**src/rtl/lsu_ctrl_rv32i_if.sv**
```systemverilog
// Core-request, response and data-memory port bundle for the RV32I load/store controller.
// The master modport is the controller's view; slave is the core/memory side.
interface lsu_ctrl_rv32i_if;
    logic        req_valid;
    logic        req_ready;
    logic        req_we;
    logic [2:0]  req_funct3;
    logic [31:0] req_addr;
    logic [31:0] req_wdata;

    logic        rsp_valid;
    logic [31:0] rsp_rdata;
    logic        rsp_err;

    logic        dmem_req;
    logic        dmem_gnt;
    logic        dmem_we;
    logic [31:0] dmem_addr;
    logic [3:0]  dmem_be;
    logic [31:0] dmem_wdata;
    logic        dmem_rvalid;
    logic [31:0] dmem_rdata;
    logic        dmem_err;

    modport master (
        input  req_valid, req_we, req_funct3, req_addr, req_wdata,
        input  dmem_gnt, dmem_rvalid, dmem_rdata, dmem_err,
        output req_ready, rsp_valid, rsp_rdata, rsp_err,
        output dmem_req, dmem_we, dmem_addr, dmem_be, dmem_wdata
    );

    modport slave (
        output req_valid, req_we, req_funct3, req_addr, req_wdata,
        output dmem_gnt, dmem_rvalid, dmem_rdata, dmem_err,
        input  req_ready, rsp_valid, rsp_rdata, rsp_err,
        input  dmem_req, dmem_we, dmem_addr, dmem_be, dmem_wdata
    );
endinterface

```
**src/rtl/lsu_ctrl_rv32i.sv**
```systemverilog
// RV32I load/store controller: validates one request, runs a req/gnt/rvalid word access with
// a response timeout, and returns lane-extracted, extended load data or an error.
module lsu_ctrl_rv32i #(
    parameter int unsigned TIMEOUT_CYCLES = 255,
    parameter int unsigned CNT_W          = 16
) (
    input  logic             clk,
    input  logic             rst_n,
    lsu_ctrl_rv32i_if.master lsu_io
);

    typedef enum logic [1:0] {StIdle, StIssue, StWait, StResp} state_e;

    state_e             state_q, state_d;
    logic               we_q, we_d;
    logic [2:0]         funct3_q, funct3_d;
    logic [31:0]        addr_q, addr_d;
    logic [31:0]        wdata_q, wdata_d;
    logic [CNT_W-1:0]   cnt_q, cnt_d;
    logic [31:0]        rdata_q, rdata_d;
    logic               err_q, err_d;

    logic               req_illegal;
    logic               timeout;
    logic [7:0]         byte_lane;
    logic [15:0]        half_lane;
    logic [31:0]        load_data;

    // Legality is judged on the live request so an illegal one skips the bus entirely.
    always_comb begin
        req_illegal = 1'b0;
        if (lsu_io.req_we) begin
            req_illegal = lsu_io.req_funct3[2] | (lsu_io.req_funct3[1:0] == 2'b11);
        end else begin
            req_illegal = (lsu_io.req_funct3[1:0] == 2'b11) |
                          (lsu_io.req_funct3[2] & lsu_io.req_funct3[1]);
        end
        case (lsu_io.req_funct3[1:0])
            2'b01:   if (lsu_io.req_addr[0]) req_illegal = 1'b1;
            2'b10:   if (lsu_io.req_addr[1:0] != 2'b00) req_illegal = 1'b1;
            default: ;
        endcase
    end

    assign timeout = (cnt_q + CNT_W'(1)) == CNT_W'(TIMEOUT_CYCLES);

    always_comb begin
        byte_lane = lsu_io.dmem_rdata[{addr_q[1:0], 3'b000} +: 8];
        half_lane = lsu_io.dmem_rdata[{addr_q[1], 4'b0000} +: 16];
        load_data = lsu_io.dmem_rdata;
        case (funct3_q)
            3'b000:  load_data = {{24{byte_lane[7]}}, byte_lane};
            3'b001:  load_data = {{16{half_lane[15]}}, half_lane};
            3'b100:  load_data = {24'b0, byte_lane};
            3'b101:  load_data = {16'b0, half_lane};
            default: load_data = lsu_io.dmem_rdata;
        endcase
    end

    always_ff @(posedge clk or negedge rst_n) begin
        if (!rst_n) begin
            state_q <= StIdle;
        end else begin
            state_q <= state_d;
        end
    end

    always_comb begin
        state_d = state_q;
        unique case (state_q)
            StIdle:  if (lsu_io.req_valid) state_d = req_illegal ? StResp : StIssue;
            StIssue: if (lsu_io.dmem_gnt) state_d = StWait;
            StWait:  if (lsu_io.dmem_rvalid || timeout) state_d = StResp;
            StResp:  state_d = StIdle;
            default: state_d = StIdle;
        endcase
    end

    always_comb begin
        we_d     = we_q;
        funct3_d = funct3_q;
        addr_d   = addr_q;
        wdata_d  = wdata_q;
        cnt_d    = cnt_q;
        rdata_d  = rdata_q;
        err_d    = err_q;
        unique case (state_q)
            StIdle: begin
                if (lsu_io.req_valid) begin
                    we_d     = lsu_io.req_we;
                    funct3_d = lsu_io.req_funct3;
                    addr_d   = lsu_io.req_addr;
                    wdata_d  = lsu_io.req_wdata;
                    err_d    = req_illegal;
                    rdata_d  = '0;
                end
            end
            StIssue: if (lsu_io.dmem_gnt) cnt_d = '0;
            StWait: begin
                cnt_d = cnt_q + CNT_W'(1);
                if (lsu_io.dmem_rvalid) begin
                    err_d   = lsu_io.dmem_err;
                    rdata_d = (!we_q && !lsu_io.dmem_err) ? load_data : '0;
                end else if (timeout) begin
                    err_d   = 1'b1;
                    rdata_d = '0;
                end
            end
            default: ;
        endcase
    end

    always_ff @(posedge clk or negedge rst_n) begin
        if (!rst_n) begin
            we_q     <= 1'b0;
            funct3_q <= '0;
            addr_q   <= '0;
            wdata_q  <= '0;
            cnt_q    <= '0;
            rdata_q  <= '0;
            err_q    <= 1'b0;
        end else begin
            we_q     <= we_d;
            funct3_q <= funct3_d;
            addr_q   <= addr_d;
            wdata_q  <= wdata_d;
            cnt_q    <= cnt_d;
            rdata_q  <= rdata_d;
            err_q    <= err_d;
        end
    end

    always_comb begin
        lsu_io.req_ready  = (state_q == StIdle);
        lsu_io.dmem_req   = (state_q == StIssue);
        lsu_io.rsp_valid  = (state_q == StResp);
        lsu_io.rsp_rdata  = (state_q == StResp) ? rdata_q : '0;
        lsu_io.rsp_err    = (state_q == StResp) ? err_q : 1'b0;
        lsu_io.dmem_we    = we_q;
        lsu_io.dmem_addr  = {addr_q[31:2], 2'b00};
        case (funct3_q[1:0])
            2'b00:   lsu_io.dmem_be = 4'b0001 << addr_q[1:0];
            2'b01:   lsu_io.dmem_be = 4'b0011 << {addr_q[1], 1'b0};
            default: lsu_io.dmem_be = 4'b1111;
        endcase
        // Stores replicate the narrow datum into every lane; the byte enables pick the one used.
        lsu_io.dmem_wdata = '0;
        if (we_q) begin
            case (funct3_q[1:0])
                2'b00:   lsu_io.dmem_wdata = {4{wdata_q[7:0]}};
                2'b01:   lsu_io.dmem_wdata = {2{wdata_q[15:0]}};
                default: lsu_io.dmem_wdata = wdata_q;
            endcase
        end
    end

endmodule

```
**src/flat_wrapper.sv**
```systemverilog
// flat-port wrapper written by rule: the top's interface ports become plain ports
module lsu_ctrl_rv32i_flat 
#(
    parameter int unsigned TIMEOUT_CYCLES = 255,
    parameter int unsigned CNT_W          = 16
)
  (clk, rst_n, lsu_io_req_valid, lsu_io_req_we, lsu_io_req_funct3, lsu_io_req_addr, lsu_io_req_wdata, lsu_io_dmem_gnt, lsu_io_dmem_rvalid, lsu_io_dmem_rdata, lsu_io_dmem_err, lsu_io_req_ready, lsu_io_rsp_valid, lsu_io_rsp_rdata, lsu_io_rsp_err, lsu_io_dmem_req, lsu_io_dmem_we, lsu_io_dmem_addr, lsu_io_dmem_be, lsu_io_dmem_wdata);
  lsu_ctrl_rv32i_if lsu_io_i ();
  input  logic clk;
  input  logic rst_n;
  input wire logic [$bits(lsu_io_i.req_valid)-1:0] lsu_io_req_valid;
  input wire logic [$bits(lsu_io_i.req_we)-1:0] lsu_io_req_we;
  input wire logic [$bits(lsu_io_i.req_funct3)-1:0] lsu_io_req_funct3;
  input wire logic [$bits(lsu_io_i.req_addr)-1:0] lsu_io_req_addr;
  input wire logic [$bits(lsu_io_i.req_wdata)-1:0] lsu_io_req_wdata;
  input wire logic [$bits(lsu_io_i.dmem_gnt)-1:0] lsu_io_dmem_gnt;
  input wire logic [$bits(lsu_io_i.dmem_rvalid)-1:0] lsu_io_dmem_rvalid;
  input wire logic [$bits(lsu_io_i.dmem_rdata)-1:0] lsu_io_dmem_rdata;
  input wire logic [$bits(lsu_io_i.dmem_err)-1:0] lsu_io_dmem_err;
  output wire logic [$bits(lsu_io_i.req_ready)-1:0] lsu_io_req_ready;
  output wire logic [$bits(lsu_io_i.rsp_valid)-1:0] lsu_io_rsp_valid;
  output wire logic [$bits(lsu_io_i.rsp_rdata)-1:0] lsu_io_rsp_rdata;
  output wire logic [$bits(lsu_io_i.rsp_err)-1:0] lsu_io_rsp_err;
  output wire logic [$bits(lsu_io_i.dmem_req)-1:0] lsu_io_dmem_req;
  output wire logic [$bits(lsu_io_i.dmem_we)-1:0] lsu_io_dmem_we;
  output wire logic [$bits(lsu_io_i.dmem_addr)-1:0] lsu_io_dmem_addr;
  output wire logic [$bits(lsu_io_i.dmem_be)-1:0] lsu_io_dmem_be;
  output wire logic [$bits(lsu_io_i.dmem_wdata)-1:0] lsu_io_dmem_wdata;
  assign lsu_io_i.req_valid = lsu_io_req_valid;
  assign lsu_io_i.req_we = lsu_io_req_we;
  assign lsu_io_i.req_funct3 = lsu_io_req_funct3;
  assign lsu_io_i.req_addr = lsu_io_req_addr;
  assign lsu_io_i.req_wdata = lsu_io_req_wdata;
  assign lsu_io_i.dmem_gnt = lsu_io_dmem_gnt;
  assign lsu_io_i.dmem_rvalid = lsu_io_dmem_rvalid;
  assign lsu_io_i.dmem_rdata = lsu_io_dmem_rdata;
  assign lsu_io_i.dmem_err = lsu_io_dmem_err;
  assign lsu_io_req_ready = lsu_io_i.req_ready;
  assign lsu_io_rsp_valid = lsu_io_i.rsp_valid;
  assign lsu_io_rsp_rdata = lsu_io_i.rsp_rdata;
  assign lsu_io_rsp_err = lsu_io_i.rsp_err;
  assign lsu_io_dmem_req = lsu_io_i.dmem_req;
  assign lsu_io_dmem_we = lsu_io_i.dmem_we;
  assign lsu_io_dmem_addr = lsu_io_i.dmem_addr;
  assign lsu_io_dmem_be = lsu_io_i.dmem_be;
  assign lsu_io_dmem_wdata = lsu_io_i.dmem_wdata;
  lsu_ctrl_rv32i #(.TIMEOUT_CYCLES(TIMEOUT_CYCLES), .CNT_W(CNT_W)) u_core (.clk(clk), .rst_n(rst_n), .lsu_io(lsu_io_i));
endmodule
```
**config.mk**
```make
export PLATFORM = sky130hd
export DESIGN_NAME = lsu_ctrl_rv32i_flat
export DESIGN_NICKNAME = d
export VERILOG_FILES = /design/src/rtl/lsu_ctrl_rv32i_if.sv /design/src/rtl/lsu_ctrl_rv32i.sv /design/src/flat_wrapper.sv
export SDC_FILE = /design/constraint.sdc
export NUM_CORES = 1
export LEC_CHECK = 0
export ABC_CLOCK_PERIOD_IN_PS = 3100
export BUFFER_PORTS_ARGS = -buffer_cell sky130_fd_sc_hd__buf_2
export CAP_MARGIN = 5
export CORE_ASPECT_RATIO = 0.6
export CORE_MARGIN = 2
export CORE_UTILIZATION = 40
export CTS_CLUSTER_DIAMETER = 150
export CTS_CLUSTER_SIZE = 30
export DETAILED_ROUTE_END_ITERATION = 16
export SYNTH_ARGS = -nofsm -noshare
export SYNTH_HDL_FRONTEND = slang
export SYNTH_SLANG_ARGS = --single-unit
```
**constraint.sdc**
```tcl
create_clock -name clk -period 3.1 [get_ports clk]
set_clock_uncertainty 0.2 [all_clocks]
set_input_delay 0.62 -clock clk [delete_from_list [all_inputs] [get_ports clk]]
set_output_delay 0.62 -clock clk [all_outputs]
set_load 0.01 [all_outputs]
```
-- After elaboration in Yosys (flattened, before gate mapping)
Index checks and enable logic that the tools add are counted.
- register bits: 119
- input bits: 106
- output and inout port bits: 105
- logic and storage cells: 71
- $add $sub $neg: 1
- eq/ne operators: 15
- shift operators: 4
- multiplexer cells: 26
- bitwise logic cells: 3
- reductions and logical operators: 14
- operators by type and width (cell ; number):
    $mux W32 ; 6
    $pmux W32 S2 ; 2
    $pmux W32 S4 ; 1
    $pmux W16 S2 ; 1
    $shiftx A32 B6 Y16 ; 1
    $shiftx A32 B6 Y8 ; 1
    $add A16 B1 Y16 const B ; 1
    $eq A16 B8 Y1 const B ; 1
    $mux W16 ; 1
    $eq A2 B2 Y1 const B ; 4
    $mux W2 ; 4
    $pmux W2 S4 ; 1
    $pmux W4 S2 ; 1
    $mux W1 ; 7
    $eq A2 B1 Y1 const B ; 3
    $eq A3 B3 Y1 const B ; 2
    $reduce_and A3 Y1 ; 2
    $reduce_bool A2 Y1 ; 3
    $logic_not A2 Y1 ; 2
    $ne A2 B2 Y1 const B ; 2
    $pmux W1 S2 ; 2
    $reduce_and A2 Y1 ; 2
    $shl A1 B2 Y4 const A ; 1
    $shl A2 B2 Y4 const A ; 1
    9 further kinds ; 11

-- Depth between registers and ports, before layout
Gate-level depths: netlist of run 1.
- word-level depth: 8
- mapped depth: 9
- depth with buffers taken out: 8

-- Least setup slack after synthesis of run 1
No wires, ideal clock.
- kind: flip-flop to flip-flop
- from: register u_core.cnt_q[0]
- to: register u_core.rdata_q[25]
- setup time: 0.132 ns
- arrival time: 2.125 ns
- required time: 2.768 ns
- path slack: 0.643 ns
- cell stages (with the launch flop): 9
- cell sequence: dfrtp_1 > ha_1 > nand3_4 > nor4_2 > xor2_1 > a21o_1 > o31ai_4 > buf_6 > o211ai_2
- word-level cells in the longest chain between the ends: 4
- RTL lines (item ; RTL line ; RTL):
    start, declared ; lsu_ctrl_rv32i.sv:19 ; logic [CNT_W-1:0] cnt_q, cnt_d;
    start signal, assigned ; lsu_ctrl_rv32i.sv:127 ; cnt_q <= cnt_d;
    $add A16 B1 Y16 ; lsu_ctrl_rv32i.sv:45 ; assign timeout = (cnt_q + CNT_W'(1)) == CNT_W'(TIMEOUT_CYCLES);
    $eq A16 B8 Y1 ; lsu_ctrl_rv32i.sv:45 ;
    $ne A3 B2 Y1 (no source line) ; - ;
    $reduce_and A3 Y1 (no source line) ; - ;
    end signal, assigned ; lsu_ctrl_rv32i.sv:128 ; rdata_q <= rdata_d;
    end, declared ; lsu_ctrl_rv32i.sv:20 ; logic [31:0] rdata_q, rdata_d;
No other way between the ends.
A chain may end at the register's enable or synchronous reset.

-- Final worst setup path of run 1
- from: register u_core.funct3_q[1]
- to: output lsu_io_dmem_be[0]
- word-level cells in the longest chain between the ends: 2
- RTL lines (item ; RTL line ; RTL):
    start, declared ; lsu_ctrl_rv32i.sv:16 ; logic [2:0] funct3_q, funct3_d;
    start signal, assigned ; lsu_ctrl_rv32i.sv:124 ; funct3_q <= funct3_d;
    $eq A2 B1 Y1 / $logic_not A2 Y1 (equally long branches) ; lsu_ctrl_rv32i.sv:141 ; case (funct3_q[1:0])
    $pmux W4 S2 (*) ; lsu_ctrl_rv32i.sv:141 ;
    end, declared ; flat_wrapper.sv:27 ; output wire logic [$bits(lsu_io_i.dmem_be)-1:0] lsu_io_dmem_be;
Every way passes the cells marked *; elsewhere a longest branch is shown, timed or not.

==> results.md, run 1 <==
* Routed wire length per instance at 16.7 µm
* Max-cap violations at 0
* Insertion delay to the later sink of the worst-skew pair at 0.41 ns
* Cell type group with the largest total delay on the critical path: simple AND/OR/NAND/NOR gates
* Setup TNS at 0 ns
* Resized Gates After CTS at 0
* Longest individual stage delay on the worst path at 0.41 ns
* Primary FF master, synth: sky130_fd_sc_hd__dfrtp_1
* Clock-pin slew on the worst setup and hold paths at 0.06 ns
* Total of buffers placed on input and output ports at 208
* Post-synthesis average cell area at 9.75 µm²
* Synthesized instance count at 713
* Crit path cell chain: nor2_1 > and2_1 > nand2b_1 > inv_1 > buf_2
* Number of global-route vias before repair at 5659
* Power consumption at 8610 µW
* Overall Global Routing Usage at 0.209
* Slew HR at 0.394
* Transition at the pin with the smallest max-transition slack at 0.909 ns
* Number of buffer and inverter instances along the worst setup path at 2
* Shortest period the worst path allows at 2.81 ns
* Highest Clock Rate at 355 MHz
* Vias after detailed routing at 5843
* Run status: finished clean
* Class of the tightest hold or removal check: input port to flip-flop
* Highest net fanout along the worst path at 9
* Number of detailed-routing iterations run before antenna repair at 5
* Final-report setup violation count at 0
* Data arrival at the endpoint of the critical path at 1.99 ns
* Hpwl dp at 13700 µm
* Final Hold Violating Endpoints at 0
* Unrepaired setup endpoints after global routing: false
* Highest-delay cell along the critical path: sky130_fd_sc_hd__dfrtp_1
* Hold Path Cell Cnt at 2
* Share of flip-flops with an asynchronous set or reset at 1.00
* WP data required at 2.28 ns
* Depth of the critical timing path with buffers and inverters included at 5
* Largest net degree at the start of global routing at 71
* Leakage component of the power at 0.00421 µW
* DRT antenna net count at 0
* Die height at 106 µm
* Fraction of layout cells with a size suffix above 1 at 0.390
* Post-layout nets at 1001
* Slack of the worst reg-to-reg path at 0.31 ns
* Global placement routability congestion at 0.812
* Buffer levels on the longest clock path at 2
* Floorplan row count at 37
* Final worst path period share at 0.908
* Power Dens Cells at 991 nW/µm²
* Number of enable-type register cells in the synthesized netlist at 0
* Area of the placeable core at 17100 µm²
* Yosys warning total at 0
* CTS Root Cell: sky130_fd_sc_hd__clkbuf_16
* CP startpoint kind: flip-flop
* Wire length reported by the detailed router at 19000 µm
* Maximum ir drop on the vdd rail at 0.508 mV
* X dimension of the die at 174 µm
* Area of the mapped netlist at 6950 µm²
* Critical Path Sink Type: output port
* Number of buffers created by CTS at 17
* Max-slew violation count at 0
* Global route total overflow at 0
* DRC at 0
* Distinct cells, synth at 59
* Sequential cell area fraction in the yosys report at 0.428
* Number of DRC violations after detailed-routing iteration 0 at 493
* Count of cells along the worst register-to-register path at 8
* Critical path type: flip-flop to output port
* Global-route wire length before repair at 30700 µm
* Routed vias/inst at 5.15
* Initial Utilization at 0.407
* Io pins at 211
* Clock tree from TritonCTS: yes
* CTS H-Tree Depth at 4
* Register bit total from synthesis at 119
* Antenna violations before repair at 1
* Clock sink count at 119
* Area added between synthesis and finish at 25.1%
* Die Area at 18500 µm²
## layout by cell type (no fill, tap or decap), drive strengths merged, types with 2 or more instances in the layout
cell type	count
nand2	66
nor2	45
nand2b	11
nor2b	10
ha	8
and4	2
a21o	3
and2	45
inv	39
o211a	8
o22ai	2
clkinv	3
o31ai	4
o21ai	61
mux2i	17
conb	2
o211ai	28
nor3	3
o21a	2
buf	230
and3	3
nand3	15
bufinv	3
clkinvlp	2
o41ai	3
clkbuf	18
mux2	70
o311ai	2
nor4	3
xor2	2
xnor2	5
a21boi	8
a221oi	7
nand4	6
o2111a	7
a21oi	23
dfrtp	119
## Yosys cell counts (all sizes together), types with 4 or more instances
master | instances | area [µm²]
nor2 | 45 | 169
nand4 | 6 | 43.8
mux2i | 17 | 170
and2 | 45 | 282
a21oi | 23 | 115
nand3 | 15 | 87.6
buf | 39 | 289
a21boi | 8 | 60.1
xnor2 | 5 | 43.8
nor2b | 10 | 62.6
o2111a | 7 | 78.8
dfrtp | 119 | 2980
o211a | 8 | 80.1
o211ai | 28 | 265
inv | 33 | 124
clkbuf | 38 | 144
nand2 | 66 | 248
ha | 8 | 100
o31ai | 4 | 43.8
a221oi | 7 | 61.3
o21ai | 61 | 305
mux2 | 70 | 788
nand2b | 11 | 68.8
## worst paths after layout
kind                                          start            endpoint
worst max-delay path             u_core.funct3_q[1]   lsu_io_dmem_be[0]
worst max register to register      u_core.cnt_q[0]   u_core.state_q[0]
worst min-delay path            lsu_io_req_wdata[1]   u_core.wdata_q[1]
min in group asynchronous                     rst_n     u_core.cnt_q[1]
max in group asynchronous                     rst_n  u_core.wdata_q[13]
worst min register to register    u_core.addr_q[20]   u_core.addr_q[20]
## flip-flops by register name, indices dropped and copies added (netlist names)
signal / flops
u_core.lsu_io.dmem_we: 1
u_core.cnt_q: 16
u_core.rdata_q: 32
u_core.state_q: 2
u_core.err_q: 1
u_core.funct3_q: 3
u_core.wdata_q: 32
u_core.addr_q: 32
## per-stage QoR
stage | hold WS, ns | area, µm² | util | setup WS [ns] | instances
after floorplan | 0.124 | 6950 | - | 0.643 | 714
after global placement | 0.283 | 8060 | 0.472 | 0.409 | 1101
after detailed placement | 0.288 | 8060 | 0.472 | 0.337 | 1101
after CTS | 0.224 | 8690 | 0.509 | 0.230 | 1134
after global routing | 0.222 | 8690 | 0.509 | 0.0728 | 1134
final | 0.236 | 8690 | 0.509 | 0.285 | 1135
## area by class of cell
type                    count  area (µm²)
fillers                  1614        8390
clock inverters            14         186
repair buffers            231        1240
flip-flops and latches    119        2980
inverters                  33         124
clock buffers              18         439
diodes                      1        2.50
well taps                 234         293
multi-input cells         485        3430
## per-layer routing
| metal | wire length [µm] | GRT usage | vias up |
|---|---|---|---|
| li1 | - | - | 2820 |
| met5 | 13 | 0 | - |
| met2 | 7770 | 0.297 | 201 |
| met1 | 9640 | 0.315 | 2803 |
| met3 | 1440 | 0.0572 | 17 |
| met4 | 111 | 0.0456 | 2 |
## logic make-up (layout without fill, tap and decap cells)
| group | Yosys count | in the layout | share of synthesized area |
|---|---|---|---|
| buffers and inverters | 110 | 296 | 0.0801 |
| XOR/XNOR | 7 | 7 | 0.00882 |
| AO/OA/AOI/OAI | 167 | 167 | 0.170 |
| adder cells (fa/ha/maj) | 8 | 8 | 0.0144 |
| other | 1 | 3 | 0.000540 |
| multiplexers | 88 | 88 | 0.141 |
| flip-flops | 119 | 119 | 0.428 |
| AND/OR/NAND/NOR | 213 | 213 | 0.157 |
## repair_timing
| action | in CTS | in global routing |
|---|---|---|
| setup buffers | 0 | 0 |
| endpoints found under the hold margin | 12 | 0 |
| hold buffers | 1 | 0 |
## where the power goes
group / leakage, µW / internal (µW) / switching [µW]
Sequential: 0.00150 / 2210 / 483
Combinational: 0.00241 / 1680 / 2120
Clock: 0.000300 / 1310 / 811
Total: 0.00421 / 5200 / 3420
(Power assumes the default switching activity.)
==> run 2: changes to the inputs <==
Settings changed: CTS_BUF_LIST set to sky130_fd_sc_hd__clkbuf_2.
==> results.md, run 2 (synthesis results as in run 1) <==
* Run status: finished clean (unchanged)
* Insertion delay to the later sink of the worst-skew pair at 0.65 ns (was 0.41 ns)
* CTS H-Tree Depth at 4 (unchanged)
* Net load switching power at 3350 µW (was 3420 µW)
* Post-Layout Cell Count at 1215 (was 1135)
* Buffer levels on the longest clock path at 2 (unchanged)
* Routed vias/inst at 5.10 (was 5.15)
* Clock sink count at 119 (unchanged)
* Wire length reported by the detailed router at 19900 µm (was 19000 µm)
* Global placement routability congestion at 0.812 (unchanged)
* Routed wire length per instance at 16.4 µm (was 16.7 µm)
* Max-slew violation count at 0 (unchanged)
* Total of buffers placed on input and output ports at 208 (unchanged)
* Global route total overflow at 0 (unchanged)
* Critical path type: flip-flop to output port (unchanged)
* Switch share at 0.431 (was 0.396)
* Max-cap violations at 0 (unchanged)
* Final worst path period share at 0.928 (was 0.908)
* Global Route met1 Usage at 0.324 (was 0.315)
* Setup Buffers After CTS at 0 (unchanged)
* Most frequent standard cell in the layout excluding fill and tap cells: sky130_fd_sc_hd__buf_2 (unchanged)
* Global-route wire length before repair at 32300 µm (was 30700 µm)
* Leakage component of the power at 0.00441 µW (was 0.00421 µW)
* Final-layout fill cell count at 1558 (was 1614)
* Area of the placeable core at 17100 µm² (unchanged)
* Global routing met2 resource utilization at 0.331 (was 0.297)
* CTS Root Cell: sky130_fd_sc_hd__clkbuf_2 (was sky130_fd_sc_hd__clkbuf_16)
* Clock-pin slew on the worst setup and hold paths at 0.21 ns (was 0.06 ns)
* Clock tree from TritonCTS: yes (unchanged)
* Highest net fanout along the worst path at 29 (was 9)
* Number of detailed-routing iterations run before antenna repair at 7 (was 5)
* Setup TNS at 0 ns (unchanged)
* Class of the tightest hold or removal check: input port to flip-flop (unchanged)
* X dimension of the die at 174 µm (unchanged)
* Highest Clock Rate at 348 MHz (was 355 MHz)
* Transition at the pin with the smallest max-transition slack at 0.906 ns (was 0.909 ns)
* Leading cell types in the layout, fill and taps excluded: 207 x sky130_fd_sc_hd__buf_2, 119 x sky130_fd_sc_hd__dfrtp_1, 82 x sky130_fd_sc_hd__dlygate4sd3_1 (was 207 x sky130_fd_sc_hd__buf_2, 119 x sky130_fd_sc_hd__dfrtp_1, 70 x sky130_fd_sc_hd__mux2_2)
* Vias after detailed routing at 6199 (was 5843)
* Die Area at 18500 µm² (unchanged)
* Number of global-route vias before repair at 6059 (was 5659)
* DRC at 0 (unchanged)
* Combinational fraction of design power at 0.505 (was 0.442)
* Internal Pwr Total at 4420 µW (was 5200 µW)
* Hpwl dp at 13700 µm (unchanged)
* Io pins at 211 (unchanged)
* Critical Path Sink Type: output port (unchanged)
* Final Hold Violating Endpoints at 0 (unchanged)
* Antenna diode instance count at 0 (was 1)
* Data arrival at the endpoint of the critical path at 2.06 ns (was 1.99 ns)
* Worst-case hold slack at 0.0863 ns (was 0.236 ns)
* Busiest grt layer: met2 (was met1)
* Final-report setup violation count at 0 (unchanged)
* Initial Utilization at 0.407 (unchanged)
* CP startpoint kind: flip-flop (unchanged)
* Overall Global Routing Usage at 0.219 (was 0.209)
* Power Dens Cells at 849 nW/µm² (was 991 nW/µm²)
* Slack of the worst reg-to-reg path at 0.28 ns (was 0.31 ns)
* Power consumption at 7770 µW (was 8610 µW)
* Die height at 106 µm (unchanged)
* Biggest regs: u_core.addr_q (32), u_core.rdata_q (32), u_core.wdata_q (32) (unchanged)
* Largest net degree at the start of global routing at 71 (unchanged)
* Fraction of layout cells with a size suffix above 1 at 0.359 (was 0.390)
* Number of buffers created by CTS at 17 (unchanged)
* Post-layout nets at 1082 (was 1001)
* WP data required at 2.28 ns (about the same)
* Power share of the clock group at 0.150 (was 0.246)
* Floorplan row count at 37 (unchanged)
* Slew HR at 0.396 (was 0.394)
* Shortest period the worst path allows at 2.88 ns (was 2.81 ns)
* DRT antenna net count at 0 (unchanged)
* Power share of the sequential group at 0.345 (was 0.312)
* Met3 global-route usage at 0.0504 (was 0.0572)
* Area added between synthesis and finish at 31.8% (was 25.1%)
* Maximum ir drop on the vdd rail at 0.461 mV (was 0.508 mV)
* Number of DRC violations after detailed-routing iteration 0 at 481 (was 493)
* Number of placed instances, taps included at 1101 (unchanged)
* Antenna violations before repair at 0 (was 1)
* Unrepaired setup endpoints after global routing: false (unchanged)
## run 2: metrics by stage
step	utilization	setup slack [ns]	area [µm²]
finish	0.536	0.224	9160
floorplan	-	0.643	6950
detailed placement	0.472	0.337	8060
CTS	0.536	0.00123	9150
global route	0.536	0.0499	9160
global placement	0.472	0.409	8060
## run 2: final timing paths
| path | from | end | depth (start not counted) |
|---|---|---|---|
| setup / recovery | u_core.funct3_q[0] | lsu_io_dmem_wdata[28] | 5 |
| min in group asynchronous | rst_n | u_core.cnt_q[1] | 2 |
| hold reg to reg | u_core.addr_q[17] | u_core.addr_q[17] | 1 |
| setup reg to reg | u_core.cnt_q[0] | u_core.state_q[0] | 8 |
| max in group asynchronous | rst_n | u_core.addr_q[6] | 3 |
| hold / removal | lsu_io_dmem_rdata[22] | u_core.rdata_q[22] | 3 |
## run 2: area by class of cell
type	instances	area (µm²)	share of cell area
clock buffer	17	85.1	0.00929
clock inverter	15	190	0.0208
inverter	33	124	0.0135
multi-input combinational	485	3440	0.375
sequential	119	2980	0.325
tap	234	293	0.0320
timing repair buffer	312	2050	0.224
## run 2: power groups by stage
stage	combinational (µW)	sequential, µW	clock (µW)
after global routing	4330	2770	1290
after global placement	3800	2700	0
after CTS	3920	2670	1220
final	3920	2680	1170
after detailed placement	3830	2700	0
after floorplan	2850	2540	0
## run 2: routing by layer
layer / part of all wire / wire length [µm]
met5: 0 / 0
met4: 0.0055 / 109
met3: 0.059 / 1180
met2: 0.43 / 8580
met1: 0.50 / 10100
## run 2: repair_timing
item / in CTS / in global routing
setup endpoints to repair: 1 / 1
gates resized for setup: 1 / 2
hold endpoints to repair: 115 / 0
hold buffers: 82 / 0
## run 2: worst max-delay path, cell delays in order, from the launching register on
cell and delay, ns:
sky130_fd_sc_hd__dfrtp_1 0.38, sky130_fd_sc_hd__buf_4 0.33, sky130_fd_sc_hd__mux2i_1 0.31, sky130_fd_sc_hd__nand2_1 0.09
sky130_fd_sc_hd__o211a_1 0.15, sky130_fd_sc_hd__buf_2 0.14
==> run 3: changes to the inputs <==
Settings changed: ABC_AREA set to 1, PLACE_DENSITY set to 0.65, SLEW_MARGIN set to 0.
==> results.md, run 3 <==
* Setup TNS at 0 ns (unchanged)
* Clock sink count at 119 (unchanged)
* Register bit total from synthesis at 119 (unchanged)
* Power Dens Cells at 838 nW/µm² (was 849 nW/µm²)
* Cell types occupying the most area after synthesis: sky130_fd_sc_hd__dfrtp_1 45%, sky130_fd_sc_hd__mux2_2 11%, sky130_fd_sc_hd__nand2_1 9.2% (was sky130_fd_sc_hd__dfrtp_1 43%, sky130_fd_sc_hd__mux2_2 11%, sky130_fd_sc_hd__o21ai_0 4.4%)
* Number of buffers created by CTS at 17 (unchanged)
* Area added between synthesis and finish at 29.3% (was 31.8%)
* Io pins at 211 (unchanged)
* Vias after detailed routing at 6152 (was 6199)
* Max-slew violation count at 0 (unchanged)
* Shortest period the worst path allows at 2.91 ns (was 2.88 ns)
* Global-route wire length before repair at 30700 µm (was 32300 µm)
* Transition at the pin with the smallest max-transition slack at 1.09 ns (was 0.906 ns)
* Total of buffers placed on input and output ports at 208 (unchanged)
* Hold Path Cell Cnt at 5 (was 3)
* Sequential cell area fraction in the yosys report at 0.449 (was 0.428)
* Class of the tightest hold or removal check: input port to flip-flop (unchanged)
* Worst-case hold slack at 0.103 ns (was 0.0863 ns)
* Run status: finished clean (unchanged)
* DRT antenna net count at 0 (unchanged)
* Area share of the largest cell type after synthesis at 0.449 (was 0.428)
* Floorplan row count at 36 (was 37)
* R2R Path End: u_core.rdata_q[22] (was u_core.state_q[0])
* Highest net fanout along the worst path at 24 (was 29)
* Post-Layout Inst Area at 8570 µm² (was 9160 µm²)
* CTS Root Cell: sky130_fd_sc_hd__clkbuf_2 (unchanged)
* CP startpoint kind: flip-flop (unchanged)
* Number of detailed-routing iterations run before antenna repair at 5 (was 7)
* Global placement routability congestion at 0.943 (was 0.812)
* Distinct cells, synth at 32 (was 59)
* Number of DRC violations after detailed-routing iteration 0 at 634 (was 481)
* Count of cells along the worst register-to-register path at 12 (was 8)
* Met2 Wirelength at 7870 µm (was 8580 µm)
* Most frequent standard cell in the layout excluding fill and tap cells: sky130_fd_sc_hd__buf_2 (unchanged)
* Share of flip-flops with an asynchronous set or reset at 1.00 (unchanged)
* Highest Clock Rate at 343 MHz (was 348 MHz)
* Final-report setup violation count at 0 (unchanged)
* Antenna violations before repair at 0 (unchanged)
* X dimension of the die at 170 µm (was 174 µm)
* Slack of the worst reg-to-reg path at 0.35 ns (was 0.28 ns)
* Routed vias/inst at 4.90 (was 5.10)
* Slew HR at 0.273 (was 0.396)
* Routed wire length per instance at 15.4 µm (was 16.4 µm)
* Worst Hold Endpoint: u_core.rdata_q[3] (was u_core.rdata_q[22])
* Maximum ir drop on the vdd rail at 0.474 mV (was 0.461 mV)
* Final worst path period share at 0.939 (was 0.928)
* Global route total overflow at 0 (unchanged)
* Insertion delay to the later sink of the worst-skew pair at 0.66 ns (was 0.65 ns)
* Die Area at 17700 µm² (was 18500 µm²)
* Cell accounting for the most synthesized area: sky130_fd_sc_hd__dfrtp_1 (unchanged)
* Most numerous cell types in the synthesized netlist: 162 x sky130_fd_sc_hd__nand2_1, 119 x sky130_fd_sc_hd__dfrtp_1, 95 x sky130_fd_sc_hd__inv_1 (was 119 x sky130_fd_sc_hd__dfrtp_1, 70 x sky130_fd_sc_hd__mux2_2, 66 x sky130_fd_sc_hd__nand2_1)
* Overall Global Routing Usage at 0.223 (was 0.219)
* Met3 layer wire length in the routed design at 1650 µm (was 1180 µm)
* Number of enable-type register cells in the synthesized netlist at 0 (unchanged)
* DRC at 0 (unchanged)
* Critical path type: flip-flop to output port (unchanged)
* Leading cell types in the layout, fill and taps excluded: 207 x sky130_fd_sc_hd__buf_2, 160 x sky130_fd_sc_hd__nand2_1, 117 x sky130_fd_sc_hd__dfrtp_1 (was 207 x sky130_fd_sc_hd__buf_2, 119 x sky130_fd_sc_hd__dfrtp_1, 82 x sky130_fd_sc_hd__dlygate4sd3_1)
* Yosys warning total at 0 (unchanged)
* Met1 wire length at 9680 µm (was 10100 µm)
* Synthesized instance count at 792 (was 713)
* Most frequent cell after synthesis: sky130_fd_sc_hd__nand2_1 (was sky130_fd_sc_hd__dfrtp_1)
* HP Start: lsu_io_dmem_rdata[3] (was lsu_io_dmem_rdata[22])
* Area of placed instances at 7650 µm² (was 8060 µm²)
* Leakage component of the power at 0.00452 µW (was 0.00441 µW)
* Unrepaired setup endpoints after global routing: false (unchanged)
* Clock-pin slew on the worst setup and hold paths at 0.20 ns (was 0.21 ns)
* Antenna diode instance count at 0 (unchanged)
* Critical R2R Launch: u_core.cnt_q[1] (was u_core.cnt_q[0])
* Biggest regs: u_core.addr_q (32), u_core.rdata_q (32), u_core.wdata_q (32) (unchanged)
* Final Hold Violating Endpoints at 0 (unchanged)
* Highest signal layer in the routed design: met4 (unchanged)
* Clock tree from TritonCTS: yes (unchanged)
* Buffer levels on the longest clock path at 2 (unchanged)
* Initial Utilization at 0.409 (was 0.407)
* WP data required at 2.28 ns (about the same)
* Critical Path Sink Type: output port (unchanged)
* Die height at 104 µm (was 106 µm)
* CTS H-Tree Depth at 4 (unchanged)
* Fraction of layout cells with a size suffix above 1 at 0.340 (was 0.359)
* Area of the placeable core at 16200 µm² (was 17100 µm²)
* Hpwl dp at 13500 µm (was 13700 µm)
* Post-synthesis average cell area at 8.37 µm² (was 9.75 µm²)
* Largest net degree at the start of global routing at 74 (was 71)
* Max-cap violations at 0 (unchanged)
* Area of the mapped netlist at 6630 µm² (was 6950 µm²)
* Primary FF master, synth: sky130_fd_sc_hd__dfrtp_1 (unchanged)
* Data arrival at the endpoint of the critical path at 2.09 ns (was 2.06 ns)
* Number of global-route vias before repair at 5753 (was 6059)
* Post-layout nets at 1147 (was 1082)
* Wire length reported by the detailed router at 19400 µm (was 19900 µm)
==> run 3: cell count changes after synthesis, moves of 12 or more <==
cell	change
sky130_fd_sc_hd__inv_1	+62
sky130_fd_sc_hd__and2_1	-45
sky130_fd_sc_hd__nor2_1	+39
sky130_fd_sc_hd__nand2_1	+96
sky130_fd_sc_hd__o21ai_1	+22
sky130_fd_sc_hd__o22ai_1	+15
sky130_fd_sc_hd__mux2i_1	-16
sky130_fd_sc_hd__o21ai_2	+13
sky130_fd_sc_hd__nand3_1	+18
sky130_fd_sc_hd__clkbuf_1	-13
sky130_fd_sc_hd__o211ai_1	-17
sky130_fd_sc_hd__nand2_2	+12
==> run 3: what timing repair did <==
action                                  CTS  global route
hold buffers                             68             0
hold endpoints to repair                 95             0
gates resized for setup                   5            11
endpoints found under the setup margin   11            14
buffers inserted                          0             0
==> run 3: layer usage <==
metal,vias to the layer above,GRT usage
li1,3010,-
met1,2848,0.339
met2,276,0.307
met3,18,0.0657
met4,0,0.0525
met5,-,0
==> run 3: where the power goes <==
| group | switching (µW) | total (µW) | internal [µW] |
|---|---|---|---|
| Sequential | 496 | 2670 | 2170 |
| Clock | 657 | 947 | 289 |
| Combinational | 2140 | 3570 | 1430 |
| Total | 3290 | 7180 | 3890 |
==> run 3: cell families (layout without fill, tap and decap cells) <==
logic type | Yosys count | in the layout | share of synthesized area
and+or+nand+nor | 309 | 309 | 0.196
AOI/OAI and AO/OA | 128 | 128 | 0.114
other | 1 | 2 | 0.000565
muxes | 64 | 64 | 0.108
buffers and inverters | 163 | 416 | 0.117
DFF | 119 | 119 | 0.449
adders and majority gates | 8 | 8 | 0.0151
==> run 3: cell type report <==
| type | count | area (µm²) |
|---|---|---|
| Fill cell | 1528 | 7640 |
| Sequential cell | 119 | 2980 |
| Timing Repair Buffer | 287 | 1840 |
| Inverter | 97 | 368 |
| Clock buffer | 17 | 85.1 |
| Clock inverter | 15 | 130 |
| Multi-Input combinational cell | 511 | 2910 |
| Tap cell | 209 | 262 |
==> run 3: worst max-delay path: stages, from the launching register on <==
cell                      delay [ns]
sky130_fd_sc_hd__dfrtp_1        0.43
sky130_fd_sc_hd__buf_6          0.18
sky130_fd_sc_hd__nor2_1         0.18
sky130_fd_sc_hd__inv_2          0.14
sky130_fd_sc_hd__o21ai_0        0.27
sky130_fd_sc_hd__nor2_1         0.09
sky130_fd_sc_hd__buf_2          0.15
==> run 3: worst max-delay path by stage <==
| stage | slack (ns) | depth (start not counted) | end | from |
|---|---|---|---|---|
| 2_1_floorplan | 0.71 | 6 | lsu_io_dmem_wdata[15] | u_core.funct3_q[1] |
| 3_3_place_gp | 0.58 | 14 | u_core.rdata_q[12] | u_core.cnt_q[1] |
| 3_5_place_dp | 0.41 | 12 | u_core.rdata_q[4] | u_core.cnt_q[1] |
| 4_1_cts | 0.004 | 5 | lsu_io_dmem_be[0] | u_core.funct3_q[0] |
| 5_1_grt | 0.004 | 5 | lsu_io_dmem_be[0] | u_core.funct3_q[0] |
| 6_report | 0.19 | 6 | lsu_io_dmem_wdata[28] | u_core.funct3_q[1] |
==> run 3: through the flow <==
step,worst slack [ns],cells,power (µW),util
3_3_place_gp,0.581,1155,6040,0.472
5_1_grt,0.00381,1255,7750,0.529
4_1_cts,0.00399,1255,7150,0.527
3_5_place_dp,0.414,1155,6100,0.472
6_report,0.188,1255,7180,0.529
2_1_floorplan,0.708,793,5200,-
